## src/rtl/dmem_arbiter.sv

```systemverilog
// Data-memory port arbiter: CPU load/store path vs. debug/loader requester.
// Optional round-robin for unlocked contention via DMEM_ARB_RR_EN.
module dmem_arbiter #(
  parameter int ADDR_W   = 9,
  parameter int DATA_W   = 32,
  parameter int MAX_LOCK = 8
) (
  input  logic              clk,
  input  logic              rst,
  input  logic              cpu_re,
  input  logic              cpu_we,
  input  logic [2:0]        cpu_op,
  input  logic [ADDR_W-1:0] cpu_addr,
  input  logic [DATA_W-1:0] cpu_wdata,
  output logic [DATA_W-1:0] cpu_rdata,
  output logic              cpu_stall,
  input  logic              dbg_req,
  input  logic              dbg_we,
  input  logic              dbg_lock,
  input  logic [2:0]        dbg_op,
  input  logic [ADDR_W-1:0] dbg_addr,
  input  logic [DATA_W-1:0] dbg_wdata,
  output logic              dbg_gnt,
  output logic              dbg_rvalid,
  output logic [DATA_W-1:0] dbg_rdata,
  output logic              m_re,
  output logic              m_we,
  output logic [2:0]        m_op,
  output logic [ADDR_W-1:0] m_addr,
  output logic [DATA_W-1:0] m_wdata,
  input  logic [DATA_W-1:0] m_rdata
);

  localparam int LW = $clog2(MAX_LOCK + 1);
  localparam logic OWN_CPU = 1'b0;
  localparam logic OWN_DBG = 1'b1;

  logic              rd_pend;
  logic              rd_owner;
  logic [LW-1:0]     lock_cnt;
  logic [DATA_W-1:0] cpu_hold;
  logic [DATA_W-1:0] dbg_hold;

  logic cpu_req, cpu_ret, dbg_ret;
  logic cpu_elig, dbg_elig;
  logic lock_ok, rr_dbg;
  logic cpu_win, dbg_win;

  assign cpu_req  = cpu_re | cpu_we;
  assign cpu_ret  = rd_pend & (rd_owner == OWN_CPU);
  assign dbg_ret  = rd_pend & (rd_owner == OWN_DBG);
  // Outputs are forced quiet while reset is held, even with live requests.
  assign cpu_elig = rst & cpu_req & ~cpu_ret;
  assign dbg_elig = rst & dbg_req;
  assign lock_ok  = dbg_lock & (lock_cnt < LW'(MAX_LOCK));

`ifdef DMEM_ARB_RR_EN
  logic last_gnt;
  assign rr_dbg = (last_gnt == OWN_CPU);
`else
  assign rr_dbg = 1'b0;
`endif

  assign dbg_win = dbg_elig & (~cpu_elig | lock_ok | rr_dbg);
  assign cpu_win = cpu_elig & ~dbg_win;

  assign dbg_gnt = dbg_win;
  assign m_re    = (cpu_win & cpu_re) | (dbg_win & ~dbg_we);
  assign m_we    = (cpu_win & cpu_we) | (dbg_win & dbg_we);
  assign m_op    = dbg_win ? dbg_op : cpu_op;
  assign m_addr  = dbg_win ? dbg_addr : cpu_addr;
  assign m_wdata = dbg_win ? dbg_wdata : cpu_wdata;

  assign cpu_stall  = rst & cpu_req & ~cpu_ret & ~(cpu_win & cpu_we);
  assign cpu_rdata  = cpu_ret ? m_rdata : cpu_hold;
  assign dbg_rvalid = dbg_ret;
  assign dbg_rdata  = dbg_ret ? m_rdata : dbg_hold;

  always_ff @(posedge clk or negedge rst) begin
    if (!rst) begin
      rd_pend  <= 1'b0;
      rd_owner <= OWN_CPU;
      lock_cnt <= '0;
      cpu_hold <= '0;
      dbg_hold <= '0;
    end else begin
      rd_pend  <= (cpu_win & cpu_re) | (dbg_win & ~dbg_we);
      rd_owner <= dbg_win ? OWN_DBG : OWN_CPU;
      if (cpu_ret) cpu_hold <= m_rdata;
      if (dbg_ret) dbg_hold <= m_rdata;
      if (cpu_win || !dbg_lock)
        lock_cnt <= '0;
      else if (dbg_win && cpu_elig && lock_cnt < LW'(MAX_LOCK))
        lock_cnt <= lock_cnt + 1'b1;
    end
  end

`ifdef DMEM_ARB_RR_EN
  always_ff @(posedge clk or negedge rst) begin
    if (!rst)
      last_gnt <= OWN_DBG;
    else if (cpu_win)
      last_gnt <= OWN_CPU;
    else if (dbg_win)
      last_gnt <= OWN_DBG;
  end
`endif

endmodule

```

## config.mk

```make
export PLATFORM = sky130hd
export DESIGN_NAME = dmem_arbiter
export DESIGN_NICKNAME = d
export VERILOG_FILES = /design/src/rtl/dmem_arbiter.sv
export SDC_FILE = /design/constraint.sdc
export NUM_CORES = 1
export LEC_CHECK = 0
export ABC_CLOCK_PERIOD_IN_PS = 3700
export BUFFER_PORTS_ARGS = -buffer_cell sky130_fd_sc_hd__buf_4
export CORE_UTILIZATION = 25
export DETAILED_ROUTE_END_ITERATION = 12
export PLACE_DENSITY_LB_ADDON = 0.12
export SLEW_MARGIN = 10
export SYNTH_ARGS = -nofsm -noshare
export SYNTH_HDL_FRONTEND = slang
export SYNTH_SLANG_ARGS = --single-unit
export TNS_END_PERCENT = 30
```

## constraint.sdc

```tcl
create_clock -name clk -period 3.7 [get_ports clk]
set_input_delay 0.74 -clock clk [delete_from_list [all_inputs] [get_ports clk]]
set_output_delay 0.74 -clock clk [all_outputs]
set_load 0.05 [all_outputs]
```

After elaboration in Yosys (flattened, before gate mapping)
Index checks and enable logic that the tools add are counted.
{"block": "word_totals", "reg_bits": 70, "out_inout_bits": 113, "elab_cells": 43, "inputBits": 127}
{"block": "classes", "bitwise_logic": 23, "n_addsub": 1, "reduce_logical": 5, "mux": 8, "order_cmp": 1}
{"operator": "$mux 32", "count": 3}
{"operator": "$and 1x1->1", "count": 13}
{"operator": "$mux 9", "count": 1}
{"operator": "$mux 4", "count": 2}
{"operator": "$not 1->1", "count": 6}
{"operator": "$add 4x1->4 const B", "count": 1}
{"operator": "$lt 4x4->1 const B", "count": 1}
{"operator": "$or 1x1->1", "count": 4}
{"operator": "$mux 3", "count": 1}
{"operator": "$logic_and 1x1->1", "count": 2}
{"operator": "$reduce_bool 2->1", "count": 1}
{"operator": "$logic_not 1->1", "count": 1}
{"operator": "$logic_or 1x1->1", "count": 1}
{"operator": "$mux 1", "count": 1}

Logic depth before layout (Yosys ltp)
Gate-level depths: netlist of the first run.
{"block": "depth", "ltp_word": 12, "ltp_mapped": 6, "depth_no_buf": 3}

Worst setup path after synthesis of the first run
OpenSTA, ideal clock, no wires.
{"block": "synth_timing", "path_kind": "input -> output", "from": "input cpu_re", "to": "output m_re", "path_slack_ps": 715, "stages": 5, "arrival_ps": 2245, "n_path_buf": 2, "required_ps": 2960, "path_cell_list": "o21ai_1 -> o31ai_4 -> buf_6 -> buf_8 -> o22ai_1"}
{"block": "synth_between", "elab_chain_cells": 10, "word_cells_on_any_way": 11, "cone_classes": "11 x bitwise"}
{"element": "start, declared", "line": "10", "rtl": "input logic cpu_re,"}
{"element": "$or 1x1->1", "line": "49", "rtl": "assign cpu_req = cpu_re | cpu_we;"}
{"element": "$and 1x1->1 (2 in series)", "line": "53", "rtl": "assign cpu_elig = rst & cpu_req & ~cpu_ret;"}
{"element": "$not 1->1", "line": "64", "rtl": "assign dbg_win = dbg_elig & (~cpu_elig | lock_ok | rr_dbg);"}
{"element": "$or 1x1->1", "line": "64"}
{"element": "$and 1x1->1", "line": "64"}
{"element": "$not 1->1", "line": "65", "rtl": "assign cpu_win = cpu_elig & ~dbg_win;"}
{"element": "$and 1x1->1", "line": "65"}
{"element": "$and 1x1->1", "line": "68", "rtl": "assign m_re = (cpu_win & cpu_re) | (dbg_win & ~dbg_we);"}
{"element": "$or 1x1->1 *", "line": "68"}
{"element": "end, declared", "line": "26", "rtl": "output logic m_re,"}
Every way passes the cells marked *; elsewhere a longest branch is shown, timed or not.

Worst setup path in the final report of the first run
{"block": "layout_timing", "from": "input dbg_lock", "to": "output m_addr[7]"}
{"block": "layout_between", "elab_chain_cells": 4}
{"element": "start, declared", "line": "19", "rtl": "input logic dbg_lock,"}
{"element": "$and 1x1->1", "line": "55", "rtl": "assign lock_ok = dbg_lock & (lock_cnt < LW'(MAX_LOCK));"}
{"element": "$or 1x1->1", "line": "64"}
{"element": "$and 1x1->1", "line": "64"}
{"element": "$mux 9", "line": "71", "rtl": "assign m_addr = dbg_win ? dbg_addr : cpu_addr;"}
{"element": "end, declared", "line": "29", "rtl": "output logic [ADDR_W-1:0] m_addr,"}
No other way between the ends.

==> flow_summary_export.csv, run 1 <==
group,metric,value,unit
outcome,status,"completed",
route,routed_wirelength,10400,um
placement,dp.cells,696,
timing,slew_headroom,21.6,%
cts,cts_resized,0,
logic_synthesis,synthFlopType,"dfrtp_1",
timing,min_period_over_period,96.8,%
logic_synthesis,yosysWarnings,0,
placement,io_buffers,239,
final_layout,synthToLayoutAreaGrowth,65.3,%
final_layout,layout.cells.most_common,"buf_4",
worst_setup_path,cp_num_cells,6,
logic_synthesis,synthTopCellsByArea,"dfrtp_1, mux2_2, mux2_4",
logic_synthesis,synth_nets,420,
final_layout,layout.cells.non_filler,712,
final_layout,nNetsFinal,659,
global_routing,first_global_vias,3083,
power,leakage,2.98,nW
final_layout,fin_util,42.6,%
placement,gp_congestion,0.689,
route,dr.pass1.iters,4,
cts,path_clk_slew,0.05,ns
route,wl_met3,925,um
global_routing,grt_pass1_wl,16100,um
cts,hold_buffers,0,
cts,cts.path.max_buffers,2,
floorplanning,start_util,25.7,%
flow_run,cap_violations,0,
logic_synthesis,synth_top_area_share,51.2,%
timing,fmax,0.279,GHz
worst_setup_path,r2r-start,"rd_pend",
route,vias_per_cell,4.23,
logic_synthesis,avgSynthCellArea,11.7,um^2
worst_setup_path,cp.required,2.96,ns
cts,cts.sinks,70,
power,ir_drop,0.333,mV
floorplanning,dieWidth,119,um
worst_setup_path,worst-r2r-setup-slack,1.57,ns
cts,h-tree-depth,3,
timing,tightest_slew,1.18,ns
floorplanning,fp-row-count,42,
final_layout,diodes,0,
timing,period_needed,3.58,ns
route,dr_wl_met2,5050,um
global_routing,grt_max_degree,74,
timing,skew,0.00491,ns
cts,cts.root.buffer_cell,"clkbuf_16",
floorplanning,coreArea,0.0133,mm^2
worst_setup_path,worstSetupPathType,"in2out",
logic_synthesis,synthCells,292,
worst_setup_path,cp_num_buf_inv,3,
route,drt-met1-wl,4350,um
worst_setup_path,cp-end-kind,"primary output",
hold_path,holdCritPathClass,"reg2reg",
timing,maxSlewViolCount,0,
logic_synthesis,synth_enable_flop_cells,0,
final_layout,layout-drive-gt1-share,62.7,%
worst_setup_path,crit_top_cell,"buf_4",
logic_synthesis,synth_top_area_cell,"dfrtp_1",
cts,post_cts_buffers,0,
route,drtIter0Drc,55,
cts,worstSkewPairLatency,0.33,ns
worst_setup_path,r2r-end,"rd_pend",
floorplanning,ioPinCount,240,
route,vias,3012,
power,p_per_area,628,mW/mm^2
worst_setup_path,worstSetupStartpointType,"input port",
logic_synthesis,ys_types,27,
placement,dp_hpwl,7740,um
final_layout,final_cell_mix,"buf_4, nand2_1, dfrtp_1",
logic_synthesis,synth_area,0.00342,mm^2
logic_synthesis,ys_seq_elements,70,
cts,cts-buffers-inserted,9,
worst_setup_path,critical-path-slowest-cell,"o31ai_4",
route,top_layer,"met4",
floorplanning,die-height,119,um
worst_setup_path,cp_max_fo,30,
global_routing,antenna_found_initial,0,
logic_synthesis,seq_area_frac_synth,51.2,%
cts,cts_tree,"yes",
route,wl_per_cell,14.6,um
worst_setup_path,cpPeakStageDelay,0.93,ns
worst_setup_path,cp.arrival,2.84,ns
timing,rsz0062_at_grt,"no",
route,drc_errors,0,
timing,fin_tns_setup,0,ns
route,ant_nets,0,
floorplanning,die_area,0.0142,mm^2
worst_setup_path,worstSetupStartpoint,"dbg_lock",
logic_synthesis,async_flop_share,100,%
timing,setup_viol_count_final,0,
global_routing,grt-ovfl-total,0,
timing,hold_viol,0,
global_routing,grt_usage,14.5,%
worst_setup_path,reg2reg_depth,4,
worst_setup_path,path_delay_family,"compound AO/OA/AOI/OAI gates",
worst_setup_path,path_cells,"buf_4, nor2b_1, o31ai_4, buf_12, mux2_2, buf_4",
worst_setup_path,crit_end,"m_addr[7]",
-- kinds of logic after synthesis --
kind of cell / after synthesis / share of synthesized area [%]
compound gates: 14 / 3.03
buf+inv: 19 / 3.91
fa+ha+maj: 1 / 0.366
mux: 76 / 28.0
simple gates: 112 / 13.5
flops: 70 / 51.2
-- cell type report --
class	instances	area (um^2)
Clock buffer	12	236
Timing Repair Buffer	244	1840
Fill cell	1315	7640
Inverter	3	11.3
Multi-Input combinational cell	203	1550
Sequential cell	70	1750
Clock inverter	4	47.5
Tap cell	176	220
-- synth_stat cells (all sizes together), types with 2 or more instances --
| library cell | instances |
|---|---|
| buf | 9 |
| mux2 | 76 |
| nand4b | 4 |
| o211ai | 2 |
| nand2 | 100 |
| o22ai | 2 |
| nor2b | 2 |
| a21boi | 3 |
| dfrtp | 70 |
| o21ai | 4 |
| inv | 3 |
| clkbuf | 7 |
| nand4 | 2 |
-- metal layers --
metal,up-vias,track usage (%)
li1,1462,-
met1,1407,17.3
met2,133,24.4
met3,10,5.32
met4,0,3.72
met5,-,0
-- metrics by stage --
stage | worst slack (ns) | hold slack, ns | cell area [um^2] | power (mW)
finish | 0.119 | 0.471 | 5660 | 3.55
floorplan | 0.715 | 0.444 | 3420 | 2.20
global placement | 0.121 | 0.456 | 5370 | 2.74
CTS | 0.0859 | 0.478 | 5660 | 3.61
detailed placement | 0.0855 | 0.464 | 5370 | 2.76
global route | 0.0104 | 0.497 | 5660 | 3.71
-- worst min path at each step --
stage | depth (start not counted) | startpoint | slack, ns | end
after floorplan | 0 | rst | 0.44 | cpu_hold[0]
after global placement | 2 | cpu_hold[0] | 0.46 | cpu_hold[0]
after detailed placement | 2 | cpu_hold[25] | 0.46 | cpu_hold[25]
after CTS | 2 | cpu_hold[25] | 0.48 | cpu_hold[25]
after global routing | 2 | cpu_hold[26] | 0.50 | cpu_hold[26]
final | 2 | cpu_hold[25] | 0.47 | cpu_hold[25]
-- worst reg2reg max path, stage by stage (launching register included) --
cell	delay, ns
dfrtp_1	0.40
nor2b_4	0.15
o31ai_4	0.99
buf_12	0.31
o22ai_1	0.16
-- registers in the layout (all words and copies together) (netlist names) --
signal / cells
cpu_hold: 32
dbg_hold: 32
lock_cnt: 4
rd_owner: 1
rd_pend: 1
-- power by group --
| part | total, mW | internal [mW] | switching [mW] |
|---|---|---|---|
| logic | 1.73 | 0.559 | 1.17 |
| registers | 0.999 | 0.955 | 0.0444 |
| clock network | 0.827 | 0.520 | 0.308 |
Power figures use the tool's default switching activity.
==> run 2, diff against run 1 <==
--- a/config.mk
+++ b/config.mk
@@ -7,8 +7,10 @@
 export LEC_CHECK = 0
 export ABC_CLOCK_PERIOD_IN_PS = 3700
 export BUFFER_PORTS_ARGS = -buffer_cell sky130_fd_sc_hd__buf_4
+export CORE_ASPECT_RATIO = 1.2
 export CORE_UTILIZATION = 25
 export DETAILED_ROUTE_END_ITERATION = 12
+export MAX_ROUTING_LAYER = met4
 export PLACE_DENSITY_LB_ADDON = 0.12
 export SLEW_MARGIN = 10
 export SYNTH_ARGS = -nofsm -noshare
==> flow_summary_export.csv, run 2 (synthesis gave the netlist of run 1 again) <==
group,metric,value,unit
global_routing,use_met1,16.1,%
final_layout,synthToLayoutAreaGrowth,66.3,%
power,finalPower,3.59,mW
cts,h-tree-depth,3,
global_routing,antenna_found_initial,0,
cts,cts.path.max_buffers,2,
route,drtIter0Drc,44,
worst_setup_path,worstSetupPathType,"in2out",
route,wl_per_cell,16.1,um
worst_setup_path,cp.arrival,2.81,ns
route,vias_per_cell,4.34,
worst_setup_path,reg2reg_depth,4,
route,drc_errors,0,
route,vias,3066,
route,routed_wirelength,11400,um
floorplanning,ioPinCount,240,
worst_setup_path,worstSetupStartpointType,"input port",
placement,dpl_cell_area,0.00539,mm^2
final_layout,layout.cells.most_common,"buf_4",
power,ir_drop,0.375,mV
final_layout,fin_util,42.8,%
worst_setup_path,cp.required,2.96,ns
placement,io_buffers,239,
timing,tightest_slew,1.14,ns
floorplanning,dieWidth,109,um
route,dr.pass1.iters,4,
placement,dp_hpwl,8970,um
timing,maxSlewViolCount,0,
cts,hold_buffers,0,
timing,fmax,0.282,GHz
cts,post_cts_buffers,0,
cts,cts_resized,0,
timing,slew_headroom,23.7,%
cts,cts.root.buffer_cell,"clkbuf_16",
cts,cts-buffers-inserted,9,
final_layout,reg_top3,"cpu_hold (32), dbg_hold (32), lock_cnt (4)",
cts,path_clk_slew,0.05,ns
floorplanning,start_util,25.7,%
cts,cts.sinks,70,
global_routing,first_global_vias,3143,
global_routing,globalRoute.busiestLayer,"met2",
worst_setup_path,cp-end-kind,"primary output",
power,leakage,3.01,nW
flow_run,cap_violations,0,
timing,setup_viol_count_final,0,
placement,gp_congestion,0.742,
final_layout,diodes,0,
cts,worstSkewPairLatency,0.33,ns
global_routing,grt_use_met2,29.2,%
cts,cts_tree,"yes",
floorplanning,fp-row-count,46,
timing,skew,0.00468,ns
timing,fin_tns_setup,0,ns
timing,finalHoldWorstSlack,0.384,ns
global_routing,grt_pass1_wl,16100,um
floorplanning,die_area,0.0142,mm^2
final_layout,fin_area,0.00569,mm^2
floorplanning,coreArea,0.0133,mm^2
final_layout,nNetsFinal,663,
final_layout,n_fill_cell,1287,
timing,period_needed,3.55,ns
floorplanning,die-height,130,um
final_layout,layout-drive-gt1-share,63.3,%
final_layout,final_cell_mix,"buf_4, nand2_1, dfrtp_1",
worst_setup_path,cp_max_fo,27,
global_routing,grt_max_degree,58,
power,p_per_area,630,mW/mm^2
global_routing,grt_usage,15.8,%
timing,rsz0062_at_grt,"no",
worst_setup_path,worst-r2r-setup-slack,1.60,ns
route,ant_nets,0,
hold_path,holdCritPathClass,"in2async",
global_routing,grt.met3_usage,4.25,%
timing,min_period_over_period,96.0,%
outcome,status,"completed",
timing,hold_viol,0,
global_routing,grt-ovfl-total,0,
[run 2: metrics by stage]
step                cells  setup WS (ns)
global route          707         0.0435
floorplan             292          0.715
detailed placement    692          0.105
CTS                   707          0.112
global placement      692          0.164
finish                707          0.148
[run 2: power breakdown]
part | switching, mW | internal (mW) | leakage, nW
Combinational | 1.17 | 0.561 | 2.02
Sequential | 0.0459 | 0.955 | 0.845
Clock | 0.314 | 0.537 | 0.145
Total | 1.53 | 2.05 | 3.01
[run 2: cell type report]
| cell class | instances | area (um^2) | area share [%] |
|---|---|---|---|
| Clock inverter | 5 | 60.1 | 1.06 |
| Clock buffer | 10 | 239 | 4.20 |
| Timing Repair Buffer | 248 | 1870 | 32.9 |
| Tap cell | 168 | 210 | 3.69 |
| Inverter | 3 | 11.3 | 0.198 |
| Sequential cell | 70 | 1750 | 30.8 |
| Multi-Input combinational cell | 203 | 1540 | 27.1 |
[run 2: per-layer routing]
layer,wire (um),part of all wire [%],vias to the layer above
met5,0,0,-
met4,96,0.84,0
met3,1060,9.3,10
met2,6090,54,155
met1,4130,36,1433
li1,-,-,1468
[run 2: worst max-delay path: stages]
cell and delay (ns):
buf_4 0.14, nor2b_1 0.15, o31ai_4 0.90, buf_12 0.32, mux2_2 0.36, buf_4 0.19
[run 2: path summary, 6_finish.rpt]
kind / startpoint / endpoint
setup / recovery: dbg_lock / m_op[0]
hold reg to reg: cpu_hold[25] / cpu_hold[25]
max in group asynchronous: rst / cpu_hold[28]
min in group clk: cpu_hold[25] / cpu_hold[25]
hold / removal: rst / lock_cnt[2]
setup reg to reg: rd_pend / rd_owner
==> run 3, diff against run 2 <==
--- a/config.mk
+++ b/config.mk
@@ -6,10 +6,10 @@
 export NUM_CORES = 1
 export LEC_CHECK = 0
 export ABC_CLOCK_PERIOD_IN_PS = 3700
-export BUFFER_PORTS_ARGS = -buffer_cell sky130_fd_sc_hd__buf_4
 export CORE_ASPECT_RATIO = 1.2
 export CORE_UTILIZATION = 25
 export DETAILED_ROUTE_END_ITERATION = 12
+export DONT_BUFFER_PORTS = 1
 export MAX_ROUTING_LAYER = met4
 export PLACE_DENSITY_LB_ADDON = 0.12
 export SLEW_MARGIN = 10
==> flow_summary_export.csv, run 3 (synthesis gave the netlist of run 1 again) <==
group,metric,value,unit
outcome,status,"completed",
route,drc_errors,0,
power,power_frac_clock,26.0,%
power,ir_drop,0.311,mV
cts,post_cts_buffers,0,
route,vias,2199,
route,routed_wirelength,9030,um
worst_setup_path,reg2reg_depth,3,
route,dr.pass1.iters,3,
cts,cts_tree,"yes",
timing,tightest_slew,0.535,ns
final_layout,diodes,0,
timing,min_period_over_period,75.7,%
worst_setup_path,cp-end-kind,"primary output",
power,pwr-share-seq,32.6,%
final_layout,synthToLayoutAreaGrowth,12.9,%
floorplanning,start_util,25.7,%
worst_setup_path,r2r-start,"rd_owner",
final_layout,reg_top3,"cpu_hold (32), dbg_hold (32), lock_cnt (4)",
final_layout,nNetsFinal,422,
placement,dp_hpwl,6670,um
power,comb_power_share,41.4,%
timing,rsz0062_at_grt,"no",
route,wl_per_cell,19.3,um
timing,period_needed,2.80,ns
final_layout,final_cell_mix,"nand2_1, dfrtp_1, mux2_2",
cts,path_clk_slew,0.06,ns
worst_setup_path,worstSetupStartpoint,"rst",
flow_run,cap_violations,0,
worst_setup_path,cp.arrival,2.06,ns
timing,hold_viol,0,
global_routing,first_global_vias,2274,
placement,gp_congestion,0.687,
placement,dpl_cell_area,0.00359,mm^2
timing,slew_headroom,64.3,%
floorplanning,coreArea,0.0133,mm^2
cts,cts-buffers-inserted,9,
route,drtIter0Drc,31,
timing,fin_tns_setup,0,ns
timing,fmax,0.357,GHz
global_routing,grt-ovfl-total,0,
power,switching_share,47.0,%
floorplanning,dieWidth,109,um
power,leakage,1.83,nW
cts,worstSkewPairLatency,0.33,ns
worst_setup_path,cp_max_fo,75,
worst_setup_path,worstSetupStartpointType,"input port",
worst_setup_path,worstSetupPathType,"in2out",
floorplanning,ioPinCount,240,
floorplanning,fp-row-count,46,
final_layout,n_fill_cell,1364,
route,ant_nets,0,
floorplanning,die-height,130,um
final_layout,fin_area,0.00386,mm^2
power,p_switching,1.44,mW
power,p_per_area,793,mW/mm^2
worst_setup_path,worst-r2r-setup-slack,1.94,ns
global_routing,grt_usage,13.1,%
final_layout,regArea,0.00175,mm^2
timing,setup_viol_count_final,0,
worst_setup_path,r2r-end,"dbg_hold[21]",
power,p_int,1.62,mW
placement,io_buffers,0,
cts,cts.sinks,70,
worst_setup_path,cp.required,2.96,ns
cts,cts_resized,0,
hold_path,holdCritPathClass,"in2async",
final_layout,multi_input_area,0.00155,mm^2
timing,maxSlewViolCount,0,
cts,cts.root.buffer_cell,"clkbuf_16",
global_routing,antenna_found_initial,0,
route,vias_per_cell,4.71,
cts,hold_buffers,0,
timing,skew,0.00486,ns
final_layout,layout-drive-gt1-share,33.8,%
final_layout,layout.cells.most_common,"nand2_1",
cts,cts.path.max_buffers,2,
global_routing,grt_pass1_wl,13000,um
global_routing,grt_max_degree,76,
cts,h-tree-depth,3,
floorplanning,die_area,0.0142,mm^2
==> run 3: cell types whose count changed in the layout (fill, tap and decap cells not counted), sizes merged <==
cell,delta
clkbuf,+1
bufinv,-1
buf,-241
clkinvlp,+1
inv,+1
clkinv,-1
==> run 3: routing by layer <==
layer,GRT usage (%),up-vias,share of wire [%]
met4,3.10,0,0.53
met5,-,-,0
met1,13.2,1055,35
li1,-,988,-
met3,5.84,5,11
met2,23.2,151,54
==> run 3: how the worst max path moves through the flow <==
stage                       end  depth (start not counted)  slack, ns
detailed placement  m_wdata[31]                          4       0.90
finish                  m_op[0]                          4       0.90
CTS                        m_re                          5       0.87
global route               m_re                          5       0.73
global placement      m_addr[8]                          4       0.94
floorplan                  m_re                          5       0.71
==> run 3: final cells by class <==
class | count | share of cell area [%]
flip-flops and latches | 70 | 45.3
multi-input cells | 203 | 40.1
clock buffers | 11 | 6.28
well taps | 168 | 5.44
repair buffers | 7 | 1.68
clock inverters | 5 | 0.874
inverters | 3 | 0.291
==> run 3: worst max-delay path, stage by stage <==
cell	delay, ns
o21ai_1	0.15
o31ai_4	0.29
buf_12	0.31
mux2_2	0.51
==> run 3: power groups by stage <==
stage / logic (mW) / clock network [mW] / registers [mW]
6_report: 1.27 / 0.798 / 1.00
2_1_floorplan: 1.20 / 0 / 1.00
5_1_grt: 1.33 / 0.857 / 1.02
4_1_cts: 1.29 / 0.825 / 1.00
3_3_place_gp: 1.29 / 0 / 1.01
3_5_place_dp: 1.29 / 0 / 1.02
==> run 3: through the flow <==
step	instances	worst slack [ns]	util, %	hold slack (ns)	power, mW
6_report	467	0.899	29.1	0.106	3.07
3_5_place_dp	451	0.900	27.0	0.446	2.30
3_3_place_gp	451	0.941	27.0	0.446	2.30
4_1_cts	467	0.870	29.1	0.0923	3.12
5_1_grt	467	0.731	29.1	0.0833	3.21
2_1_floorplan	292	0.715	-	0.444	2.20
